<file path="src/rtl/i2c_target_pkg.sv">
// Shared definitions for the I2C target: FSM state encodings and the address-match helper.
package i2c_target_pkg;

    typedef enum logic [2:0] {
        k_t_idle      = 3'd0,
        k_t_addr      = 3'd1,
        k_t_addr_ack  = 3'd2,
        k_t_rx_data   = 3'd3,
        k_t_rx_ack    = 3'd4,
        k_t_tx_data   = 3'd5,
        k_t_tx_ack    = 3'd6,
        k_t_wait_stop = 3'd7
    } target_state_e;

    localparam logic [2:0] k_last_bit = 3'd7;

    function automatic logic addr_match(input logic [7:0] addr_byte, input logic [6:0] own_addr);
        return addr_byte[7:1] == own_addr;
    endfunction

endpackage

</file>
<file path="src/rtl/i2c_bus_sync.sv">
// SCL/SDA synchronisers with one extra registered copy used to detect SCL edges and START/STOP.
module i2c_bus_sync #(
    parameter int SYNC_STAGES = 2
) (
    input  logic clk,
    input  logic rst_n,
    input  logic scl_in,
    input  logic sda_in,
    output logic scl_rise,
    output logic scl_fall,
    output logic start_det,
    output logic stop_raw,
    output logic sda_s
);

    logic [SYNC_STAGES-1:0] scl_sync_reg;
    logic [SYNC_STAGES-1:0] sda_sync_reg;
    logic                   scl_d_reg;
    logic                   sda_d_reg;
    logic                   scl_s;

    // Preset to 1 so an idle bus out of reset never looks like an edge or a START.
    always_ff @(posedge clk) begin
        if (!rst_n) begin
            scl_sync_reg <= '1;
            sda_sync_reg <= '1;
            scl_d_reg    <= 1'b1;
            sda_d_reg    <= 1'b1;
        end else begin
            scl_sync_reg <= {scl_sync_reg[SYNC_STAGES-2:0], scl_in};
            sda_sync_reg <= {sda_sync_reg[SYNC_STAGES-2:0], sda_in};
            scl_d_reg    <= scl_s;
            sda_d_reg    <= sda_s;
        end
    end

    assign scl_s     = scl_sync_reg[SYNC_STAGES-1];
    assign sda_s     = sda_sync_reg[SYNC_STAGES-1];
    assign scl_rise  = scl_s & ~scl_d_reg;
    assign scl_fall  = ~scl_s & scl_d_reg;
    assign start_det = scl_s & scl_d_reg & sda_d_reg & ~sda_s;
    assign stop_raw  = scl_s & scl_d_reg & ~sda_d_reg & sda_s;

endmodule

</file>
<file path="src/rtl/i2c_target.sv">
// Oversampled I2C target: address match, write bytes with ACK, read bytes served from tx_data.
module i2c_target
    import i2c_target_pkg::*;
#(
    parameter logic [6:0] ADDR        = 7'h50,
    parameter int         SYNC_STAGES = 2
) (
    input  logic       clk,
    input  logic       rst_n,
    input  logic       scl_in,
    input  logic       sda_in,
    output logic       sda_oe,
    output logic [7:0] rx_data,
    output logic       rx_valid,
    output logic       tx_req,
    input  logic [7:0] tx_data,
    output logic       addr_hit,
    output logic       rw,
    output logic       stop_det,
    output logic       busy
);

    logic scl_rise;
    logic scl_fall;
    logic start_det;
    logic stop_raw;
    logic sda_s;

    i2c_bus_sync #(
        .SYNC_STAGES(SYNC_STAGES)
    ) u_bus_sync (
        .clk      (clk),
        .rst_n    (rst_n),
        .scl_in   (scl_in),
        .sda_in   (sda_in),
        .scl_rise (scl_rise),
        .scl_fall (scl_fall),
        .start_det(start_det),
        .stop_raw (stop_raw),
        .sda_s    (sda_s)
    );

    target_state_e state_reg, state_next;
    logic [2:0] bit_cnt_reg, bit_cnt_next;
    logic [7:0] shift_reg, shift_next;
    logic [7:0] tx_buf_reg, tx_buf_next;
    logic [7:0] rx_data_reg, rx_data_next;
    logic       phase_reg, phase_next;
    logic       sda_oe_reg, sda_oe_next;
    logic       rx_valid_reg, rx_valid_next;
    logic       tx_req_reg, tx_req_next;
    logic       addr_hit_reg, addr_hit_next;
    logic       rw_reg, rw_next;
    logic       stop_det_reg, stop_det_next;
    logic       busy_reg, busy_next;
    logic       matched_reg, matched_next;

    logic [7:0] rx_byte;
    logic       byte_done;

    assign rx_byte   = {shift_reg[6:0], sda_s};
    assign byte_done = (bit_cnt_reg == k_last_bit);

    always_ff @(posedge clk) begin
        if (!rst_n) begin
            state_reg    <= k_t_idle;
            bit_cnt_reg  <= 3'd0;
            shift_reg    <= 8'h00;
            tx_buf_reg   <= 8'h00;
            rx_data_reg  <= 8'h00;
            phase_reg    <= 1'b0;
            sda_oe_reg   <= 1'b0;
            rx_valid_reg <= 1'b0;
            tx_req_reg   <= 1'b0;
            addr_hit_reg <= 1'b0;
            rw_reg       <= 1'b0;
            stop_det_reg <= 1'b0;
            busy_reg     <= 1'b0;
            matched_reg  <= 1'b0;
        end else begin
            state_reg    <= state_next;
            bit_cnt_reg  <= bit_cnt_next;
            shift_reg    <= shift_next;
            tx_buf_reg   <= tx_buf_next;
            rx_data_reg  <= rx_data_next;
            phase_reg    <= phase_next;
            sda_oe_reg   <= sda_oe_next;
            rx_valid_reg <= rx_valid_next;
            tx_req_reg   <= tx_req_next;
            addr_hit_reg <= addr_hit_next;
            rw_reg       <= rw_next;
            stop_det_reg <= stop_det_next;
            busy_reg     <= busy_next;
            matched_reg  <= matched_next;
        end
    end

    always_comb begin
        state_next = state_reg;
        if (start_det) begin
            state_next = k_t_addr;
        end else if (stop_raw) begin
            state_next = k_t_idle;
        end else begin
            case (state_reg)
                k_t_idle: state_next = k_t_idle;
                k_t_addr: begin
                    if (scl_rise && byte_done)
                        state_next = addr_match(rx_byte, ADDR) ? k_t_addr_ack : k_t_wait_stop;
                end
                k_t_addr_ack: begin
                    if (scl_fall && phase_reg)
                        state_next = rw_reg ? k_t_tx_data : k_t_rx_data;
                end
                k_t_rx_data: begin
                    if (scl_rise && byte_done)
                        state_next = k_t_rx_ack;
                end
                k_t_rx_ack: begin
                    if (scl_fall && phase_reg)
                        state_next = k_t_rx_data;
                end
                k_t_tx_data: begin
                    if (scl_fall && bit_cnt_reg == 3'd0)
                        state_next = k_t_tx_ack;
                end
                k_t_tx_ack: begin
                    if (scl_rise && sda_s)
                        state_next = k_t_wait_stop;
                    else if (scl_fall && phase_reg)
                        state_next = k_t_tx_data;
                end
                k_t_wait_stop: state_next = k_t_wait_stop;
                default:       state_next = k_t_idle;
            endcase
        end
    end

    always_comb begin
        bit_cnt_next  = bit_cnt_reg;
        shift_next    = shift_reg;
        tx_buf_next   = tx_req_reg ? tx_data : tx_buf_reg;
        rx_data_next  = rx_data_reg;
        phase_next    = phase_reg;
        sda_oe_next   = sda_oe_reg;
        rx_valid_next = 1'b0;
        tx_req_next   = 1'b0;
        addr_hit_next = 1'b0;
        rw_next       = rw_reg;
        stop_det_next = 1'b0;
        busy_next     = busy_reg;
        matched_next  = matched_reg;

        if (start_det) begin
            sda_oe_next  = 1'b0;
            bit_cnt_next = 3'd0;
            busy_next    = 1'b1;
            matched_next = 1'b0;
            phase_next   = 1'b0;
        end else if (stop_raw) begin
            sda_oe_next   = 1'b0;
            busy_next     = 1'b0;
            stop_det_next = matched_reg;
            matched_next  = 1'b0;
            phase_next    = 1'b0;
        end else begin
            case (state_reg)
                k_t_addr: begin
                    if (scl_rise) begin
                        shift_next   = rx_byte;
                        bit_cnt_next = bit_cnt_reg + 3'd1;
                        if (byte_done && addr_match(rx_byte, ADDR)) begin
                            rw_next       = rx_byte[0];
                            addr_hit_next = 1'b1;
                            matched_next  = 1'b1;
                            phase_next    = 1'b0;
                        end
                    end
                end
                // phase 0: waiting for the fall that opens the ACK slot; phase 1: ACK driven
                k_t_addr_ack, k_t_rx_ack: begin
                    if (scl_rise && phase_reg && state_reg == k_t_addr_ack && rw_reg)
                        tx_req_next = 1'b1;
                    if (scl_fall) begin
                        if (!phase_reg) begin
                            sda_oe_next = 1'b1;
                            phase_next  = 1'b1;
                        end else begin
                            phase_next = 1'b0;
                            if (state_reg == k_t_addr_ack && rw_reg) begin
                                shift_next  = tx_buf_reg;
                                sda_oe_next = ~tx_buf_reg[7];
                            end else begin
                                sda_oe_next = 1'b0;
                            end
                        end
                    end
                end
                k_t_rx_data: begin
                    if (scl_rise) begin
                        shift_next   = rx_byte;
                        bit_cnt_next = bit_cnt_reg + 3'd1;
                        if (byte_done) begin
                            rx_data_next  = rx_byte;
                            rx_valid_next = 1'b1;
                            phase_next    = 1'b0;
                        end
                    end
                end
                // bit 7 is already on the line; each fall presents the next bit from shift[6]
                k_t_tx_data: begin
                    if (scl_rise)
                        bit_cnt_next = bit_cnt_reg + 3'd1;
                    if (scl_fall) begin
                        if (bit_cnt_reg == 3'd0) begin
                            sda_oe_next = 1'b0;
                            phase_next  = 1'b0;
                        end else begin
                            sda_oe_next = ~shift_reg[6];
                            shift_next  = {shift_reg[6:0], 1'b0};
                        end
                    end
                end
                k_t_tx_ack: begin
                    if (scl_rise && !sda_s) begin
                        tx_req_next = 1'b1;
                        phase_next  = 1'b1;
                    end
                    if (scl_fall && phase_reg) begin
                        shift_next  = tx_buf_reg;
                        sda_oe_next = ~tx_buf_reg[7];
                        phase_next  = 1'b0;
                    end
                end
                default: begin
                end
            endcase
        end
    end

    assign sda_oe   = sda_oe_reg;
    assign rx_data  = rx_data_reg;
    assign rx_valid = rx_valid_reg;
    assign tx_req   = tx_req_reg;
    assign addr_hit = addr_hit_reg;
    assign rw       = rw_reg;
    assign stop_det = stop_det_reg;
    assign busy     = busy_reg;

endmodule

</file>
<file path="config.mk">
export PLATFORM = sky130hd
export DESIGN_NAME = i2c_target
export DESIGN_NICKNAME = d
export VERILOG_FILES = /design/src/rtl/i2c_target_pkg.sv /design/src/rtl/i2c_bus_sync.sv /design/src/rtl/i2c_target.sv
export SDC_FILE = /design/constraint.sdc
export NUM_CORES = 1
export LEC_CHECK = 0
export CAP_MARGIN = 15
export CORE_ASPECT_RATIO = 0.75
export CORE_MARGIN = 2
export CORE_UTILIZATION = 59
export DETAILED_ROUTE_END_ITERATION = 6
export PLACE_DENSITY = 0.89
export SETUP_SLACK_MARGIN = 0.15
export SLEW_MARGIN = 20
export SYNTH_ARGS = -nofsm -noshare
export SYNTH_HDL_FRONTEND = slang
export SYNTH_HIERARCHICAL = 1
export SYNTH_SLANG_ARGS = --single-unit
</file>
<file path="constraint.sdc">
create_clock -name clk -period 2.8 [get_ports clk]
set_input_delay 0.7 -clock clk [delete_from_list [all_inputs] [get_ports clk]]
set_output_delay 0.7 -clock clk [all_outputs]
set_load 0.005 [all_outputs]
</file>
==> metrics.md, run 1 <==
| Metric | Value |
|---|---|
| CTS resizes | 0 |
| DR WL/cell | 15.97 um |
| Vias per cell | 6.010 |
| DR vias | 1,743 |
| CTS max path bufs | 2 |
| CTS Hold Bufs | 0 |
| Crit start category | flip-flop |
| Commonest non-fill, non-tap cell in the layout | dfxtp_1 |
| Post-CTS setup buffers | 0 |
| Vias in the first global route | 1,614 |
| PD cells | 686.3 mW/mm^2 |
| Slew @ Worst Pin | 0.7922 ns |
| Hold Crit Start | u_bus_sync/scl_sync_reg[0]$_SDFF_PN1_ |
| First DRT Iteration DRCs | 205 |
| Layout Nets | 264 |
| Final Setup Violations | 0 |
| Largest net degree at the start of global routing | 28 |
| Synthesized area per cell | 9.553 sq um |
| Critical path type | flip-flop to flip-flop |
| Min-delay worst type | flip-flop to flip-flop |
| Min cycle time layout | 2.195 ns |
| WP data required | 3.00 ns |
| Area of the mapped netlist | 0.002121 sq mm |
| Die height | 55.92 um |
| Number of antenna violations at the first check in global routing | 0 |
| Max Slew Vio Count | 0 |
| Distinct cell type count after synthesis | 54 |
| Most frequent cells in the layout | dfxtp_1 (44), nor2_1 (27), clkdlybuf4s50_1 (26), mux2i_1 (25), a21oi_1 (13) |
| First-pass GRT wire length | 7.693 mm |
| Core Region | 0.003356 sq mm |
| Post-synth ARST share | 0 |
| VDD IR max | 0.4808 mV |
| Layout cells sized above 1 | 0.1240 |
| FILL cells | 251 |
| Beginning of the critical path | u_bus_sync/sda_sync_reg[1]$_SDFF_PN1_ |
| Ant. Diodes | 0 |
| Syn-to-layout area delta | 18.17% |
| DR DRC count | 0 |
| Top_reg_cell synth | dfxtp_1 |
| Row cnt | 18 |
| Static leakage | 0.8836 nW |
| Max_cap viols | 0 |
| Slew margin rel. | 0.4711 |
| Synth Instances | 222 |
| Synth warn | 6 |
| Worst skew pair latency | 0.31 ns |
| Final hold viol count | 0 |
| Reg clk slew, reported paths | 0.09 ns |
| Status | complete, no violations |
| WP data arrival | 2.40 ns |
| GP Congestion | 0.9617 |
| Reg2Reg Launch Point | u_bus_sync/sda_sync_reg[1]$_SDFF_PN1_ |
| Initial Util | 0.6320 |
| Setup TNS | 0 ns |
| Post-DRT Antenna Nets | 0 |
| Grt ovf | 0 |
| WHS | 0.4250 ns |
| Clock Skew | 0.01053 ns |
| Inserted Clock Buffers | 5 |
| #FFs+latches synth | 44 |
| Die area | 0.004095 sq mm |
| TritonCTS clock tree | done |
| Sequential area share after synthesis | 0.4153 |
| # port buffers | 26 |
| Drt total wl | 4.631 mm |
| Dpl hpwl | 3.190 mm |
| Die X | 73.23 um |
| DR pass1 iterations | 5 |
| Crit path max fanout | 13 |
| IO Pins | 27 |
| Unrepaired setup endpoints after global routing | false |
| Gr usage total | 0.2417 |
| Final Cycle Share | 0.7840 |
| CTS root buf | clkbuf_8 |
| # clock sinks | 44 |
| Max H-tree Level | 2 |
| Worst setup EP type | flip-flop |
| Post-Syn Nets | 237 |
| Post-synth EDFFs | 0 |
| Max Freq | 455.5 MHz |
critical path, stage by stage (launching register included):
cell	delay, ns
dfxtp_1	0.55
and4b_1	0.29
nor2_1	0.26
o21a_1	0.50
a21oi_1	0.16
a311oi_1	0.32
power by group:
| group | internal (W) | switching [W] | total (W) |
|---|---|---|---|
| Sequential | 0.000663 | 0.000104 | 0.000767 |
| Combinational | 0.000190 | 0.000255 | 0.000445 |
| Clock | 0.000269 | 0.000239 | 0.000508 |
logic make-up after synthesis:
logic type / count (synthesis) / synth area share
AO/OA/AOI/OAI: 52 / 0.1823
XOR/XNOR: 1 / 0.004131
adder cells (fa/ha/maj): 4 / 0.02242
buffers and inverters: 17 / 0.04542
flip-flops: 44 / 0.4153
multiplexers: 25 / 0.1180
AND/OR/NAND/NOR: 79 / 0.2124
path summary, 6_finish.rpt:
| check | slack, ns | endpoint | cells after the start |
|---|---|---|---|
| setup / recovery | 0.60 | shift_reg[5]$_SDFFE_PN0P_ | 5 |
| hold / removal | 0.43 | u_bus_sync/scl_sync_reg[1]$_SDFF_PN1_ | 1 |
| hold reg to reg | 0.43 | u_bus_sync/scl_sync_reg[1]$_SDFF_PN1_ | 1 |
| setup reg to reg | 0.60 | shift_reg[5]$_SDFFE_PN0P_ | 5 |
area by class of cell:
class,count,area (sq um),share of cell area
clock buffer,5,68.82,0.02746
clock inverter,3,46.29,0.01847
inverter,7,26.28,0.01048
multi-input combinational,161,1144,0.4563
sequential,44,880.8,0.3515
tap,40,50.05,0.01997
timing repair buffer,30,290.3,0.1158
routing by layer:
metal	wire length [um]	part of all wire	vias up	GRT usage
met5	0	0	-	0
met2	2047	0.44	74	0.3308
met4	2	0.00043	0	0.04497
met1	2231	0.48	819	0.3725
li1	-	-	848	-
met3	349	0.075	2	0.07246
through the flow:
step | setup WS (ns) | util | instance area [sq um] | total power [W] | std cells
3_5_place_dp | 0.6957 | 0.7125 | 2391 | 0.001210 | 282
4_1_cts | 0.6528 | 0.7468 | 2506 | 0.001706 | 290
6_report | 0.6047 | 0.7468 | 2506 | 0.001720 | 290
5_1_grt | 0.4981 | 0.7468 | 2506 | 0.001796 | 290
2_1_floorplan | 1.134 | - | 2121 | 0.001132 | 222
3_3_place_gp | 0.7297 | 0.7125 | 2391 | 0.001200 | 282
cells in the mapped netlist (2+ instances only):
cell       n  share of area
o21a_1     4          0.014
and4b_1    2         0.0094
nor2_1    27          0.048
a21oi_1   13          0.031
o22ai_1    2         0.0059
nor2b_1    5          0.015
nand3b_1   4          0.014
o211ai_1   2         0.0071
dfxtp_1   44           0.42
buf_6      3          0.016
nor4b_2    2          0.014
nand2b_1  10          0.029
inv_2      3         0.0053
a311oi_1   6          0.025
nand4_1    2         0.0059
mux2i_1   25           0.12
a21o_1     2         0.0071
and3_1     2         0.0059
nand2_1    8          0.014
buf_1      2         0.0035
nor3_1     5          0.012
o21ai_1    2         0.0047
a21oi_2    3          0.012
ha_1       3          0.018
nand3_1    3         0.0071
o21ai_0    6          0.014
inv_1      4         0.0071
buf_4      2         0.0071
(Power assumes the default switching activity.)
==> run 2, diff against run 1 <==
Settings changed: CORE_UTILIZATION 59 to 49, PLACE_DENSITY 0.89 to 0.8.
Clock period 2.8 ns to 2 ns, I/O delays scaled along.
==> run 2 against run 1 <==
Compared with the run above:
- clock power is 34% higher
- power is 43% higher
- setup slack worse by 0.35 ns
- sequential power is 38% higher
- critical path depth is 4 lower
- worst hold slack worse by 0.0017 ns
- core utilization is 10 points lower
- first-iteration DRC count is 22% lower
- via count is 4.0% higher
- critical path type is now flip-flop to output pin
- largest power group unchanged
==> metrics.md, run 2 (synthesis results as in run 1) <==
| Metric | Value |
|---|---|
| Status | complete, no violations |
| Setup TNS | 0 ns (unchanged) |
| IO Pins | 27 (unchanged) |
| Area after DPL | 0.002490 sq mm (+4.1%) |
| Gr usage total | 0.2206 (-0.02103) |
| Switching Fraction | 0.3358 (-0.01170) |
| Die X | 79.97 um (+9.2%) |
| Post-DRT Antenna Nets | 0 (unchanged) |
| CTS root buf | clkbuf_8 |
| Max Freq | 571.3 MHz |
| Reg2reg setup slack | 0.25 ns (-0.35 ns) |
| Capturing point of the worst reg2reg path | shift_reg[0]$_SDFFE_PN0P_ |
| Die area | 0.004876 sq mm (+19%) |
| Reg2Reg Launch Point | bit_cnt_reg[0]$_SDFFE_PP0P_ |
| Finished Layout Cells | 320 (+10%) |
| Finished Cell Area | 0.002654 sq mm (+5.9%) |
| Int Pwr | 0.001629 W (+45%) |
| DR DRC count | 0 (unchanged) |
| Psw | 0.0008234 W (+38%) |
| Inserted Clock Buffers | 5 (unchanged) |
| Grt ovf | 0 (unchanged) |
| # clock sinks | 44 (unchanged) |
| Final Cycle Share | 0.8751 |
| Reg clk slew, reported paths | 0.08 ns (about the same) |
| Drt total wl | 4.973 mm (+7.4%) |
| Bufs and invs on worst path | 1 (+1) |
| Seq pwr share | 0.433 (-0.013) |
| WP data arrival | 1.25 ns (-1.15 ns) |
| DR vias | 1,812 (+4.0%) |
| Max Slew Vio Count | 0 (unchanged) |
| Final Total Pwr | 0.002452 W (+43%) |
| DR pass1 iterations | 4 (-1) |
| CTS max path bufs | 2 (unchanged) |
| Crit path max fanout | 7 (-6) |
| Slew margin rel. | 0.6111 (+0.1400) |
| Worst skew pair latency | 0.31 ns (about the same) |
| PD cells | 924.1 mW/mm^2 (+35%) |
| VDD IR max | 0.5472 mV (+14%) |
| Max_cap viols | 0 (unchanged) |
| Static leakage | 0.9685 nW (+9.6%) |
| Worst Hold Endpoint | u_bus_sync/scl_sync_reg[1]$_SDFF_PN1_ |
| Syn-to-layout area delta | 25.13% |
| Hold depth | 1 (unchanged) |
| Post-Place Cells | 306 (+8.5%) |
| Dpl hpwl | 3.482 mm (+9.2%) |
| Clock Skew | 0.01108 ns (+0.0005535 ns) |
| Hold Crit Start | u_bus_sync/scl_sync_reg[0]$_SDFF_PN1_ |
| # port buffers | 26 (unchanged) |
| Max H-tree Level | 2 (unchanged) |
| Initial Util | 0.5168 (-0.1152) |
| Cell family with the largest share of critical-path delay | buffers and inverters |
| Slew @ Worst Pin | 0.5826 ns (-0.2097 ns) |
| Layout cells sized above 1 | 0.1887 (+0.06468) |
| TritonCTS clock tree | done |
| Critical path type | flip-flop to output pin |
| Commonest non-fill, non-tap cell in the layout | dfxtp_1 |
| R2R depth | 7 (+2) |
| Layout Nets | 279 (+5.7%) |
| GP Congestion | 0.9482 (-1.4%) |
| Vias in the first global route | 1,670 (+3.5%) |
| Number of antenna violations at the first check in global routing | 0 (unchanged) |
| WP data required | 1.50 ns (-1.50 ns) |
| First DRT Iteration DRCs | 159 (-22%) |
| Min cycle time layout | 1.750 ns |
| Slowest CP cell | clkdlybuf4s50_1 |
| Clk pwr share | 0.277 (-0.018) |
| DR WL/cell | 15.54 um (-2.7%) |
| Unrepaired setup endpoints after global routing | true |
| Final Setup Violations | 0 (unchanged) |
| Most frequent cells in the layout | dfxtp_1 (41), nor2_1 (26), clkdlybuf4s50_1 (26), mux2i_1 (25), buf_4 (18) |
| Final hold viol count | 0 (unchanged) |
| Row cnt | 20 (+2) |
| Core Region | 0.004104 sq mm (+22%) |
| Comb pwr share | 0.290 (+0.031) |
| First-pass GRT wire length | 8.031 mm (+4.4%) |
| CP max stage delay | 0.53 ns (-0.02 ns) |
| Die height | 60.98 um (+9.0%) |
| Min-delay worst type | flip-flop to flip-flop |
| Crit start category | flip-flop |
| Ant. Diodes | 0 (unchanged) |
| Vias per cell | 5.663 (-5.8%) |
| Crit-path cells | clkdlybuf4s50_1 |
| Worst setup EP type | output pin |
| CTS Hold Bufs | 0 (unchanged) |
| Largest net degree at the start of global routing | 27 (-3.6%) |
-- run 2: worst max-delay path by stage --
stage	startpoint	end	slack [ns]	cells past startpoint
global route	bit_cnt_reg[0]$_SDFFE_PP0P_	shift_reg[0]$_SDFFE_PN0P_	0.14	7
detailed placement	u_bus_sync/sda_sync_reg[1]$_SDFF_PN1_	rx_data[0]$_SDFFE_PN0P_	0.17	6
floorplan	u_bus_sync/scl_sync_reg[1]$_SDFF_PN1_	rx_data[4]$_SDFFE_PN0P_	0.33	6
global placement	state_reg[1]$_SDFFE_PP0P_	state_reg[2]$_SDFFE_PP0P_	0.24	5
CTS	u_bus_sync/sda_sync_reg[1]$_SDFF_PN1_	rx_data[7]$_SDFFE_PN0P_	0.14	6
finish	rw$_SDFFE_PN0P_	rw	0.25	1
-- run 2: layout make-up --
type | count | area, sq um
well taps | 55 | 68.82
multi-input cells | 161 | 1147
clock inverters | 3 | 42.54
clock buffers | 5 | 68.82
fillers | 327 | 1450
inverters | 7 | 26.28
flip-flops and latches | 44 | 884.6
repair buffers | 45 | 415.4
-- run 2: layer usage --
layer	wire length (um)	global-route usage	vias up
li1	-	-	877
met1	2441	0.3095	852
met2	2103	0.3214	77
met3	359	0.06845	6
met4	69	0.08232	0
met5	0	0	-
-- run 2: power groups by stage --
stage	Combinational (W)	Clock, W	Sequential (W)
global route	0.000775	0.000739	0.00107
floorplan	0.000587	0	0.000998
global placement	0.000686	0	0.00107
CTS	0.000686	0.000689	0.00105
detailed placement	0.000682	0	0.00107
finish	0.000711	0.000680	0.00106
-- run 2: what timing repair did --
action / CTS / global route
gates resized for setup: 1 / 4
pin swaps: 1 / 3
endpoints found under the setup margin: 9 / 17
buffers inserted: 0 / 6
-- run 2: stage by stage --
| stage | setup slack [ns] | utilization | hold WS, ns |
|---|---|---|---|
| final | 0.2497 | 0.6466 | 0.4234 |
| after global routing | 0.1440 | 0.6466 | 0.4360 |
| after CTS | 0.1444 | 0.6341 | 0.4282 |
| after floorplan | 0.3344 | - | 0.3863 |
| after global placement | 0.2416 | 0.6067 | 0.4005 |
| after detailed placement | 0.1718 | 0.6067 | 0.4099 |
==> run 3, diff against run 2 <==
Settings changed: SLEW_MARGIN 20 to not set.
==> results of run 3 <==
Same layout as run 2: the final DEF is identical, and so are final timing and power.
